--- config.mk ---
export PLATFORM = sky130hd
export DESIGN_NAME = uart_mmio_bridge
export DESIGN_NICKNAME = d
export VERILOG_FILES = /design/src/rtl/uart_mmio_bridge_pkg.sv /design/src/rtl/mmio_rx_fifo.sv /design/src/rtl/uart_mmio_bridge.sv
export SDC_FILE = /design/constraint.sdc
export NUM_CORES = 1
export LEC_CHECK = 0
export ABC_AREA = 1
export CAP_MARGIN = 20
export CORE_AREA = 8 8 130 132
export CTS_CLUSTER_SIZE = 25
export DETAILED_ROUTE_END_ITERATION = 6
export DIE_AREA = 0 0 138 140
export SLEW_MARGIN = 20
export SYNTH_ARGS = -nofsm -noshare
export SYNTH_HDL_FRONTEND = slang
export SYNTH_HIERARCHICAL = 1
export SYNTH_SLANG_ARGS = --single-unit
export TNS_END_PERCENT = 1
--- constraint.sdc ---
create_clock -name clk -period 4.2 [get_ports clk]
set_input_delay 0.84 -clock clk [delete_from_list [all_inputs] [get_ports clk]]
set_output_delay 0.84 -clock clk [all_outputs]
set_load 0.02 [all_outputs]
--- src/rtl/uart_mmio_bridge_pkg.sv ---
// Shared MMIO map for the UART bridge: address constants and a register-select decode.
package uart_mmio_bridge_pkg;

  localparam logic [31:0] ADDR_TX_STATUS = 32'h8000_0000;
  localparam logic [31:0] ADDR_RX_STATUS = 32'h8000_0004;
  localparam logic [31:0] ADDR_TX_DATA   = 32'h8000_0008;
  localparam logic [31:0] ADDR_RX_DATA   = 32'h8000_000C;
  localparam logic [31:0] ADDR_CYCLE     = 32'h8000_0010;

  typedef enum logic [2:0] {
    REG_NONE,
    REG_TX_STATUS,
    REG_RX_STATUS,
    REG_TX_DATA,
    REG_RX_DATA,
    REG_CYCLE
  } reg_sel_e;

  function automatic reg_sel_e decode_addr(input logic [31:0] addr);
    reg_sel_e sel;
    case (addr)
      ADDR_TX_STATUS: sel = REG_TX_STATUS;
      ADDR_RX_STATUS: sel = REG_RX_STATUS;
      ADDR_TX_DATA:   sel = REG_TX_DATA;
      ADDR_RX_DATA:   sel = REG_RX_DATA;
      ADDR_CYCLE:     sel = REG_CYCLE;
      default:        sel = REG_NONE;
    endcase
    return sel;
  endfunction

endpackage

--- src/rtl/mmio_rx_fifo.sv ---
// Receive byte FIFO; power-of-two depth, pointers carry an extra wrap bit for full/empty.
module mmio_rx_fifo #(
  parameter int unsigned DEPTH = 4
) (
  input  logic       clk,
  input  logic       rst_n,
  input  logic       push_i,
  input  logic       pop_i,
  input  logic [7:0] data_i,
  output logic [7:0] data_o,
  output logic       full_o,
  output logic       empty_o
);

  localparam int unsigned AW = $clog2(DEPTH);

  logic [7:0]  mem_q [DEPTH];
  logic [AW:0] wr_ptr_q, wr_ptr_d;
  logic [AW:0] rd_ptr_q, rd_ptr_d;
  logic        do_push, do_pop;

  assign empty_o = (wr_ptr_q == rd_ptr_q);
  assign full_o  = (wr_ptr_q[AW] != rd_ptr_q[AW]) &&
                   (wr_ptr_q[AW-1:0] == rd_ptr_q[AW-1:0]);
  assign data_o  = mem_q[rd_ptr_q[AW-1:0]];

  always_comb begin
    do_push  = push_i && !full_o;
    do_pop   = pop_i && !empty_o;
    wr_ptr_d = do_push ? wr_ptr_q + 1'b1 : wr_ptr_q;
    rd_ptr_d = do_pop  ? rd_ptr_q + 1'b1 : rd_ptr_q;
  end

  always_ff @(posedge clk or negedge rst_n) begin
    if (!rst_n) begin
      wr_ptr_q <= '0;
      rd_ptr_q <= '0;
    end else begin
      wr_ptr_q <= wr_ptr_d;
      rd_ptr_q <= rd_ptr_d;
    end
  end

  // Storage is not reset: contents are only visible through the pointers.
  always_ff @(posedge clk) begin
    if (do_push) mem_q[wr_ptr_q[AW-1:0]] <= data_i;
  end

endmodule

--- src/rtl/uart_mmio_bridge.sv ---
// MMIO bridge between the CPU memory stage and a UART: TX holding register,
// RX FIFO, status registers and a free-running cycle counter.
module uart_mmio_bridge
  import uart_mmio_bridge_pkg::*;
#(
  parameter int unsigned RX_DEPTH = 4
) (
  input  logic        clk,
  input  logic        reset,
  input  logic [31:0] Address,
  input  logic [31:0] WriteData,
  input  logic        WEUART,
  input  logic        REUART,
  output logic [31:0] ReadData,
  output logic [7:0]  TxData,
  output logic        TxValid,
  input  logic        TxReady,
  input  logic [7:0]  RxData,
  input  logic        RxValid,
  output logic        RxReady
);

  reg_sel_e    sel;
  logic        rd_en;
  logic        tx_wr, tx_accept;
  logic        rx_push, rx_pop;
  logic        rx_full, rx_empty;
  logic [7:0]  rx_head;

  logic        tx_full_q, tx_full_d;
  logic [7:0]  tx_data_q, tx_data_d;
  logic        tx_overrun_q, tx_overrun_d;
  logic [31:0] cycle_q, cycle_d;
  logic [31:0] read_data_q, read_data_d;

  logic        unused_wdata;
  assign unused_wdata = ^WriteData[31:8];

  mmio_rx_fifo #(
    .DEPTH(RX_DEPTH)
  ) u_rx_fifo (
    .clk    (clk),
    .rst_n  (reset),
    .push_i (rx_push),
    .pop_i  (rx_pop),
    .data_i (RxData),
    .data_o (rx_head),
    .full_o (rx_full),
    .empty_o(rx_empty)
  );

  assign TxValid  = tx_full_q;
  assign TxData   = tx_data_q;
  assign RxReady  = !rx_full;
  assign ReadData = read_data_q;

  always_comb begin
    sel          = decode_addr(Address);
    // A simultaneous write wins: the read has no side effects and returns 0.
    rd_en        = REUART && !WEUART;
    tx_wr        = WEUART && (sel == REG_TX_DATA);
    tx_accept    = tx_wr && (!tx_full_q || TxReady);
    rx_push      = RxValid && !rx_full;
    rx_pop       = rd_en && (sel == REG_RX_DATA) && !rx_empty;

    tx_full_d    = tx_full_q;
    tx_data_d    = tx_data_q;
    tx_overrun_d = tx_overrun_q;
    read_data_d  = read_data_q;

    if (tx_accept) begin
      tx_full_d = 1'b1;
      tx_data_d = WriteData[7:0];
    end else if (tx_full_q && TxReady) begin
      tx_full_d = 1'b0;
    end

    if (tx_wr && !tx_accept) begin
      tx_overrun_d = 1'b1;
    end else if (rd_en && (sel == REG_TX_STATUS)) begin
      tx_overrun_d = 1'b0;
    end

    cycle_d = (WEUART && (sel == REG_CYCLE)) ? '0 : cycle_q + 32'd1;

    if (REUART) begin
      read_data_d = '0;
      if (rd_en) begin
        case (sel)
          REG_TX_STATUS: read_data_d = {30'b0, tx_overrun_q, !tx_full_q};
          REG_RX_STATUS: read_data_d = {30'b0, rx_full, !rx_empty};
          REG_RX_DATA:   read_data_d = rx_empty ? '0 : {24'b0, rx_head};
          REG_CYCLE:     read_data_d = cycle_q;
          default:       read_data_d = '0;
        endcase
      end
    end
  end

  always_ff @(posedge clk or negedge reset) begin
    if (!reset) begin
      tx_full_q    <= 1'b0;
      tx_data_q    <= '0;
      tx_overrun_q <= 1'b0;
      cycle_q      <= '0;
      read_data_q  <= '0;
    end else begin
      tx_full_q    <= tx_full_d;
      tx_data_q    <= tx_data_d;
      tx_overrun_q <= tx_overrun_d;
      cycle_q      <= cycle_d;
      read_data_q  <= read_data_d;
    end
  end

endmodule

==> results.md <==
- The layout net count is 800.
- The total length of routed wires is 13.9 mm.
- The average size of a mapped cell is 8.84 um2.
- Dividing the detail-routed wire length by the instance count gives 15.3 um.
- The cell sitting at the root of the clock tree is a sky130_fd_sc_hd__clkbuf_16.
- The first-pass GRT wire length is 23.3 mm.
- The starting density of the core is 0.372.
- Timing would allow up to 313 MHz.
- The placed standard-cell area is 6630 um2.
- Setup violations remaining at the end of the flow were counted as 0.
- The library cell used most frequently in the layout, excluding fill and tap cells, is sky130_fd_sc_hd__nand2_1.
- The reported max-cap violation count is 0.
- The total overflow reported by the global router is 0.
- The leakage dissipation is 3.07 nW.
- The largest net degree at the start of global routing is 81.
- The Yosys step of the flow raised 6 warnings.
- The final sum of negative setup slack is 0 ns.
- The clock net in this run drives a total of 112 sinks.
- The maximum number of buffers from clock root to sink is 2.
- The pin slew with the least headroom to its limit is 0.766 ns.
- The remaining design rule violation count is 0.
- The design area is 6920 um2.
- The final weighted congestion of routability-driven global placement is 0.906.
- The H-tree depth reported by CTS is 3.
- The filler cells instantiated in the layout total 1500.
- The clock edge transition at the registers on the reported setup and hold paths is 0.07 ns.
- The number of nets with antenna violations after routing is 0.
- The maximum net fanout on the critical path is 12.
- Sorting the synthesized cells by area gives the leading types as sky130_fd_sc_hd__dfrtp_1 (36%), sky130_fd_sc_hd__edfxtp_1 (17%), sky130_fd_sc_hd__nand2_1 (10%).
- The share of synthesized area in the top cell type comes to 0.362.
- After synthesis the netlist holds a flip-flop and latch count of 112.
- The required time of the worst setup path is 3.36 ns.
- For this run, the number of standard cells in the final layout without fillers is 909.
- The endpoint arrival time on the critical path is 2.36 ns.
- STA classifies the critical path endpoint as an output port.
- After detailed placement, the design holds a cell count of 893.
- 0 antenna diodes ended up in the layout.
- In this run the post-CTS setup repair buffer count came out at 0.
- The design draws 0.00241 W.
- In this run the power density over the cells is 348 nW/um2.
- The critical path start-end classification is flop to output port.
- The core box area is 14900 um2.
- For this run, the register share of the synthesized area comes to 0.536.
- The flow ran to the end, and the final reports show no timing, DRC or antenna violations.
- Synthesis produced a netlist whose cell count is 625.
- The class of the tightest hold or removal check is flop to flop.
- The number of hold violations in the final report is 0.
- In the final layout, the share of cells above drive strength 1 is 0.0791.
- The fraction of the cycle the final worst path needs is 0.761.
- The setup clock skew after layout is 0.00563 ns.
- The library cells used most frequently in the layout, excluding fill and tap cells, are sky130_fd_sc_hd__nand2_1 (151), sky130_fd_sc_hd__clkdlybuf4s50_1 (94), sky130_fd_sc_hd__nor2_1 (87), sky130_fd_sc_hd__dfrtp_1 (80), sky130_fd_sc_hd__inv_1 (63).
- The maximum resistive drop on vdd is 0.263 mV.
- Setup repair after global routing left no endpoint under its margin.
- The TritonCTS clock tree is yes.
- sky130_fd_sc_hd__dfrtp_1 takes more of the synthesized area than any other cell.
- The max-slew violation count is 0.
- For the finished layout, the period the worst path requires is 3.20 ns.
- The number of CTS-inserted buffers is 9.
- The floorplan has 45 rows.
- In this run, post-CTS repair resized a total of 0 instances.
- Detailed placement ended at an HPWL of 10.4 mm.
- The top-level I/O count is 120.
- By instance count, the cell type seen most on the critical path is sky130_fd_sc_hd__inv_1.
- The overall routing resource usage is 0.147.
- After clock tree synthesis, the flow added hold-fix buffers numbering 0.
- Among all stages on the critical path, the largest delay is contributed by sky130_fd_sc_hd__clkdlybuf4s50_1.
- The worst slew margin relative to its limit is 0.488.
- The number of I/O port buffers is 95.
- STA classifies the critical path startpoint as a flop.
- The routed via count is 4519.
- The die covers 19300 um2.
- The insertion delay of the later-clocked pin in the worst-skew pair is 0.35 ns.
- The total area of multi-input combinational cells is 2170 um2.
- The number of vias per cell is 4.97.
- The peak per-stage delay on the critical path is 0.61 ns.
- The number of different library cells in the post-synthesis netlist is 36.
- The number of nets handed over by synthesis was 709.
- The sequential cells in the finished layout cover a total of 2960 um2.
- Traced cell by cell, the critical path runs through inv_1 > nand2_1 > nand2_1 > nand3_2 > inv_1 > inv_1 > clkdlybuf4s50_1.
- The cell area after synthesis is 5530 um2.
- Before antenna repair, the detailed router went through 4 iterations.
- The via count of the first global-routing pass is 4687.
- The die height is 140 um.
- After the first detailed-routing iteration, the DRC count stood at 300.
- The area added between synthesis and finish is 25.3%.
- The die outline width is 138 um.
- The initial antenna violation count is 0.
-- through the flow --
| stage | setup WS [ns] | utilization | hold WS, ns |
|---|---|---|---|
| after floorplan | 2.12 | - | 0.457 |
| after global placement | 1.10 | 0.446 | 0.470 |
| after detailed placement | 1.03 | 0.446 | 0.464 |
| after CTS | 0.985 | 0.466 | 0.484 |
| after global routing | 0.820 | 0.466 | 0.513 |
| final | 1.00 | 0.466 | 0.481 |
-- kinds of logic after synthesis --
group	synth area share
AOI/OAI and AO/OA	0.0914
and+or+nand+nor	0.259
adders and majority gates	0.0136
DFF	0.536
xor gates and xnor gates	0.0267
buffers and inverters	0.0729
-- cells in the mapped netlist, drive strengths merged --
| cell type | n |
|---|---|
| xor2 | 11 |
| o2bb2ai | 1 |
| nand4 | 11 |
| edfxtp | 32 |
| clkinv | 2 |
| and2 | 1 |
| or2 | 1 |
| inv | 75 |
| ha | 6 |
| nor2 | 95 |
| a32o | 24 |
| o21ai | 33 |
| clkbuf | 6 |
| nor3 | 16 |
| a21oi | 2 |
| nor4 | 5 |
| nand2 | 156 |
| buf | 12 |
| o22ai | 13 |
| nand3 | 36 |
| xnor2 | 5 |
| nor3b | 2 |
| dfrtp | 80 |
-- flip-flops by register name, summed over array words and instances, names as in the netlist --
register and flops:
ReadData 32, cycle_q 32, u_rx_fifo/mem_q 32, TxData 8, u_rx_fifo/rd_ptr_q 3, u_rx_fifo/wr_ptr_q 3, TxValid 1, tx_overrun_q 1
-- cell type report --
| class | instances | area share |
|---|---|---|
| Inverter | 77 | 0.0417 |
| Multi-Input combinational cell | 418 | 0.313 |
| Timing Repair Buffer | 98 | 0.141 |
| Clock buffer | 9 | 0.0325 |
| Clock inverter | 7 | 0.0101 |
| Tap cell | 188 | 0.0340 |
| Sequential cell | 112 | 0.428 |
-- power by group --
group	internal [W]	total, W	switching [W]
Sequential	0.00120	0.00124	0.0000321
Combinational	0.000114	0.000310	0.000196
Clock	0.000463	0.000861	0.000398
-- critical path: cells and delay by family (launching register included) --
family | cells | cell delay (ns)
simple gates | 3 | 0.35
buf+inv | 4 | 1.04
flops | 1 | 0.60
-- final timing paths --
check                                      startpoint                    end  slack [ns]  cells after the start
worst max-delay path            u_rx_fifo/rd_ptr_q[1]                RxReady        1.00                      7
worst min register to register            ReadData[5]            ReadData[5]        0.48                      2
min in group asynchronous                       reset           ReadData[12]        0.52                      1
worst min-delay path                      ReadData[5]            ReadData[5]        0.48                      2
worst max register to register  u_rx_fifo/rd_ptr_q[1]  u_rx_fifo/mem_q[0][5]        1.51                      8
max in group asynchronous                       reset           ReadData[25]        3.20                      1
-- per-layer routing --
layer	vias up	GRT usage	routed length [um]
met4	0	0.0429	193
met3	14	0.0341	486
li1	2241	-	-
met1	2189	0.165	5830
met2	75	0.269	7360
met5	-	0	0
No activity file was read; power rests on OpenSTA's default activity.
